<file path="config.mk">
export PLATFORM = sky130hd
export DESIGN_NAME = keyboard_keys
export DESIGN_NICKNAME = d
export VERILOG_FILES = /design/src/rtl/keyboard_keys.sv
export SDC_FILE = /design/constraint.sdc
export NUM_CORES = 1
export LEC_CHECK = 0
export CAP_MARGIN = 20
export CORE_MARGIN = 8
export CORE_UTILIZATION = 29
export DETAILED_ROUTE_END_ITERATION = 12
export SETUP_SLACK_MARGIN = 0.2
export SYNTH_ARGS = -nofsm -noshare
export SYNTH_HDL_FRONTEND = slang
export SYNTH_SLANG_ARGS = --single-unit
</file>
<file path="constraint.sdc">
create_clock -name clk -period 3.8 [get_ports clk]
set_input_delay 0.76 -clock clk [delete_from_list [all_inputs] [get_ports clk]]
set_output_delay 0.76 -clock clk [all_outputs]
set_load 0.005 [all_outputs]
</file>
<file path="src/rtl/keyboard_keys.sv">
// PS/2 scan-code-set-2 key tracker: decodes make/break (including E0-extended)
// sequences for NUM_KEYS configured keys and emits held levels plus edge pulses.
module keyboard_keys #(
  parameter int                      NUM_KEYS       = 3,
  parameter logic [9*NUM_KEYS-1:0]   KEY_CODES      = {9'h172, 9'h029, 9'h02D},
  parameter int                      TIMEOUT_CYCLES = 2_500_000
) (
  input  logic                clk,
  input  logic                rst_n,
  input  logic                rx_valid,
  input  logic [7:0]          rx_data,
  output logic [NUM_KEYS-1:0] key_held,
  output logic [NUM_KEYS-1:0] key_press,
  output logic [NUM_KEYS-1:0] key_release,
  output logic                proto_err
);

  localparam int CNT_W = $clog2(TIMEOUT_CYCLES + 1);

  typedef enum logic [1:0] {S_IDLE, S_EXT, S_BRK, S_EXT_BRK} state_t;

  state_t              r_state;
  state_t              w_state_nxt;
  logic [CNT_W-1:0]    r_cnt;
  logic [CNT_W-1:0]    w_cnt_nxt;
  logic [NUM_KEYS-1:0] r_held, r_press, r_release;
  logic                r_err;

  logic [NUM_KEYS-1:0] w_hit, w_held_nxt, w_press_nxt, w_release_nxt;
  logic                w_is_e0, w_is_f0, w_is_flush;
  logic                w_make, w_brk, w_ext, w_flush, w_err, w_timeout;

  assign w_is_e0    = (rx_data == 8'hE0);
  assign w_is_f0    = (rx_data == 8'hF0);
  assign w_is_flush = (rx_data == 8'hAA) || (rx_data == 8'hFC) ||
                      (rx_data == 8'h00) || (rx_data == 8'hFF);

  // A byte in the same cycle as the expiry wins, so the timeout needs !rx_valid.
  assign w_timeout = (r_state != S_IDLE) && !rx_valid &&
                     (r_cnt == CNT_W'(TIMEOUT_CYCLES - 1));

  always_comb begin
    // NOTE: every signal gets a default before the case so no path can infer a latch.
    w_state_nxt = r_state;
    w_make      = 1'b0;
    w_brk       = 1'b0;
    w_ext       = 1'b0;
    w_flush     = 1'b0;
    w_err       = 1'b0;
    if (rx_valid) begin
      if (w_is_flush) begin
        w_state_nxt = S_IDLE;
        w_flush     = 1'b1;
      end else begin
        unique case (r_state)
          S_IDLE: begin
            if (w_is_e0)      w_state_nxt = S_EXT;
            else if (w_is_f0) w_state_nxt = S_BRK;
            else              w_make      = 1'b1;
          end
          S_EXT: begin
            if (w_is_f0) w_state_nxt = S_EXT_BRK;
            else if (!w_is_e0) begin
              w_make      = 1'b1;
              w_ext       = 1'b1;
              w_state_nxt = S_IDLE;
            end
          end
          S_BRK: begin
            if (w_is_e0) begin
              w_state_nxt = S_EXT;
              w_err       = 1'b1;
            end else if (!w_is_f0) begin
              w_brk       = 1'b1;
              w_state_nxt = S_IDLE;
            end
          end
          S_EXT_BRK: begin
            w_state_nxt = S_IDLE;
            if (w_is_e0 || w_is_f0) w_err = 1'b1;
            else begin
              w_brk = 1'b1;
              w_ext = 1'b1;
            end
          end
          default: w_state_nxt = S_IDLE;
        endcase
      end
    end else if (w_timeout) begin
      w_state_nxt = S_IDLE;
      w_err       = 1'b1;
    end
  end

  always_comb begin
    w_cnt_nxt = '0;
    if (!rx_valid && (r_state != S_IDLE) && !w_timeout) w_cnt_nxt = r_cnt + CNT_W'(1);
  end

  // Duplicate table entries simply hit together and update identically.
  always_comb begin
    w_hit = '0;
    for (int i = 0; i < NUM_KEYS; i++)
      w_hit[i] = ({w_ext, rx_data} == KEY_CODES[9*i +: 9]);
  end

  always_comb begin
    w_held_nxt    = r_held;
    w_press_nxt   = '0;
    w_release_nxt = '0;
    if (w_flush) begin
      w_release_nxt = r_held;
      w_held_nxt    = '0;
    end else if (w_make) begin
      w_press_nxt = w_hit & ~r_held;
      w_held_nxt  = r_held | w_hit;
    end else if (w_brk) begin
      w_release_nxt = w_hit & r_held;
      w_held_nxt    = r_held & ~w_hit;
    end
  end

  // NOTE: sequential state uses non-blocking assignments so all registers update together.
  always_ff @(posedge clk) begin
    if (!rst_n) begin
      r_state   <= S_IDLE;
      r_cnt     <= '0;
      r_held    <= '0;
      r_press   <= '0;
      r_release <= '0;
      r_err     <= 1'b0;
    end else begin
      r_state   <= w_state_nxt;
      r_cnt     <= w_cnt_nxt;
      r_held    <= w_held_nxt;
      r_press   <= w_press_nxt;
      r_release <= w_release_nxt;
      r_err     <= w_err;
    end
  end

  assign key_held    = r_held;
  assign key_press   = r_press;
  assign key_release = r_release;
  assign proto_err   = r_err;

endmodule
</file>
==> impl_metrics.csv <==
group,metric,value,unit
run_status,status,"finished clean",
yosys,synth_ff_type,"dfxtp_1",
layout,instances_no_fill,292,
yosys,syn_area,0.001679,sq mm
sta,rsz0062_at_grt,"no",
detailed_routing,drc,0,
layout,post-route-util,36.70,%
yosys,ys_ff_latch,34,
power_and_ir_drop,powerDensity,325.1,mW/mm^2
yosys,synth_cell_types,41,
cts,cts.path.max_buffers,2,
sta,whs,0.4572,ns
worst_setup_path,cp-end-kind,"flip-flop",
yosys,synth-seq-area-share,40.54,%
layout,final_cell_mix,"nor2_1, dfxtp_1, clkdlybuf4s50_1",
sta,max_freq,420.9,MHz
sta,hold_viol_final,0,
worst_hold_path,hold_class,"reg2reg",
place,place_congestion,0.8045,
cts,cts_setup_buffers,0,
cts,cts_tree,"yes",
power_and_ir_drop,p_clk_share,41.5,%
sta,setup-tns-final,0,ns
detailed_routing,wl_met3,119,microns
detailed_routing,top_layer,"met4",
sta,timing.final.crit_period,2.376,ns
cts,numCtsBuffers,5,
detailed_routing,wirelength,3.375,mm
cts,htreeDepth,2,
power_and_ir_drop,power_frac_comb,4.6,%
sta,setup_viol,0,
die,die_area,0.008481,sq mm
cts,cts.sinks,34,
die,core,0.005540,sq mm
die,die_w,92.09,microns
run,maxCapViolCount,0,
sta,drv_slew,0,
global_routing,grt_max_degree,23,
yosys,synth_edf_count,0,
detailed_routing,wl_met2,1.585,mm
die,boundaryPins,21,
die,num_rows,27,
detailed_routing,dr.pass1.iters,4,
detailed_routing,avgViaCountPerCell,4.774,
yosys,ys_warn_count,0,
cts,insertion_delay,0.28,ns
power_and_ir_drop,power.leakage,0.6290,nW
yosys,syn-num-nets,211,
layout,antenna_cells,0,
power_and_ir_drop,power_switching,0.0001440,W
power_and_ir_drop,vdd_drop_max,0.1312,mV
layout,syn2layout_area_growth,21.09,%
global_routing,track_usage,8.529,%
sta,relSlewSlack,52.73,%
detailed_routing,wl_met1,1.629,mm
worst_setup_path,cp.arrival,2.59,ns
detailed_routing,antenna_left,0,
layout,final_layout_size_suffix_gt1_share,7.273,%
global_routing,grt_pass1_wl,6.016,mm
sta,finalCritPeriodShare,62.52,%
sta,clock_skew,0.005342,ns
worst_setup_path,crit_type,"in2reg",
power_and_ir_drop,p_int,0.0005170,W
die,die_height,92.09,microns
sta,timing.final.ws_setup,1.424,ns
layout,nets,231,
yosys,synth_area_per_cell,8.438,sq um
detailed_routing,drt_iter0_markers,30,
worst_setup_path,crit_fanout,5,
place,io_buffer_count,20,
global_routing,grt_pass1_vias,1368,
place,place_ws,1.108,ns
power_and_ir_drop,seq_power_share,53.9,%
worst_setup_path,start_kind,"input port",
detailed_routing,wire_per_inst,11.56,microns
sta,tightest_slew,0.7090,ns
place,dp.cells,284,
cts,cts_root_buffer,"clkbuf_8",
detailed_routing,num_vias,1394,
yosys,syn_inst,199,
yosys,synth_async_sr_flop_share,0,%
place,hpwl,2.507,mm
global_routing,gr-total-overflow,0,
global_routing,antenna_found_initial,0,
power_and_ir_drop,swShare,21.78,%
cts,hold_buffers,0,
cts,clk_pin_slew,0.06,ns
die,start_util,30.31,%
cts,cts.repair.resized,0,
worst_setup_path,cp.required,4.01,ns
## layer usage
| layer | vias to the layer above | global-route usage (%) |
|---|---|---|
| met5 | - | 0 |
| met4 | 0 | 4.430 |
| met3 | 4 | 2.852 |
| met2 | 17 | 13.47 |
| met1 | 647 | 10.03 |
| li1 | 726 | - |
## state kept, by name, summed over array words and instances, names as in the netlist, named ones only
register / cells
key_press: 3
r_state: 2
key_release: 3
r_cnt: 22
proto_err: 1
## synth_stat cells, drive strengths merged, types with 4 or more instances
library cell / number / share of area (%)
a21oi: 5 / 1.7
and3: 5 / 1.9
and4: 5 / 2.6
clkbuf: 4 / 0.97
dfxtp: 34 / 41
inv: 8 / 1.8
mux2i: 4 / 2.4
nand2: 16 / 3.6
nand2b: 4 / 1.9
nand3: 10 / 3.0
nand4: 5 / 2.2
nor2: 34 / 7.6
nor2b: 4 / 1.5
nor3: 8 / 2.7
nor4: 4 / 1.5
xnor2: 15 / 7.8
xor2: 6 / 3.1
## worst paths after layout
path / startpoint / cells past startpoint / slack, ns / endpoint
setup / recovery: rx_data[2] / 6 / 1.42 / r_state[1]
hold / removal: r_cnt[0] / 1 / 0.46 / r_cnt[0]
setup reg to reg: r_cnt[0] / 5 / 1.75 / r_cnt[21]
hold reg to reg: r_cnt[0] / 1 / 0.46 / r_cnt[0]
## power groups by stage
stage / sequential [W] / combinational, W / clock (W)
after detailed placement: 0.000365 / 0.0000301 / 0
after global placement: 0.000365 / 0.0000300 / 0
after global routing: 0.000356 / 0.0000332 / 0.000305
after floorplan: 0.000365 / 0.0000128 / 0
final: 0.000357 / 0.0000302 / 0.000274
after CTS: 0.000356 / 0.0000302 / 0.000284
## metrics by stage
| stage | total power (W) | cell area, sq um |
|---|---|---|
| 5_1_grt | 0.0006949 | 2033 |
| 2_1_floorplan | 0.0003773 | 1679 |
| 6_report | 0.0006610 | 2033 |
| 4_1_cts | 0.0006708 | 2033 |
| 3_3_place_gp | 0.0003946 | 1938 |
| 3_5_place_dp | 0.0003947 | 1938 |
## worst max-delay path: stages
cell             delay (ns)
clkdlybuf4s50_1        0.48
or4_4                  0.59
nor3_2                 0.21
mux2i_1                0.20
o21a_1                 0.16
mux2i_1                0.18
## kinds of logic after synthesis
| logic type | count (synthesis) | synth area share (%) |
|---|---|---|
| adders and majority gates | 1 | 0.7450 |
| DFF | 34 | 40.54 |
| buffers and inverters | 15 | 3.651 |
| xor gates and xnor gates | 21 | 10.95 |
| AOI/OAI and AO/OA | 17 | 6.930 |
| and+or+nand+nor | 107 | 34.80 |
| muxes | 4 | 2.385 |
## cell type report
cell class	instances	area, sq um
fillers	600	3507
repair buffers	20	200.2
clock buffers	6	82.58
flip-flops and latches	34	680.7
clock inverters	2	12.51
inverters	8	30.03
multi-input cells	150	937.1
well taps	72	90.09
(Power assumes the default switching activity.)
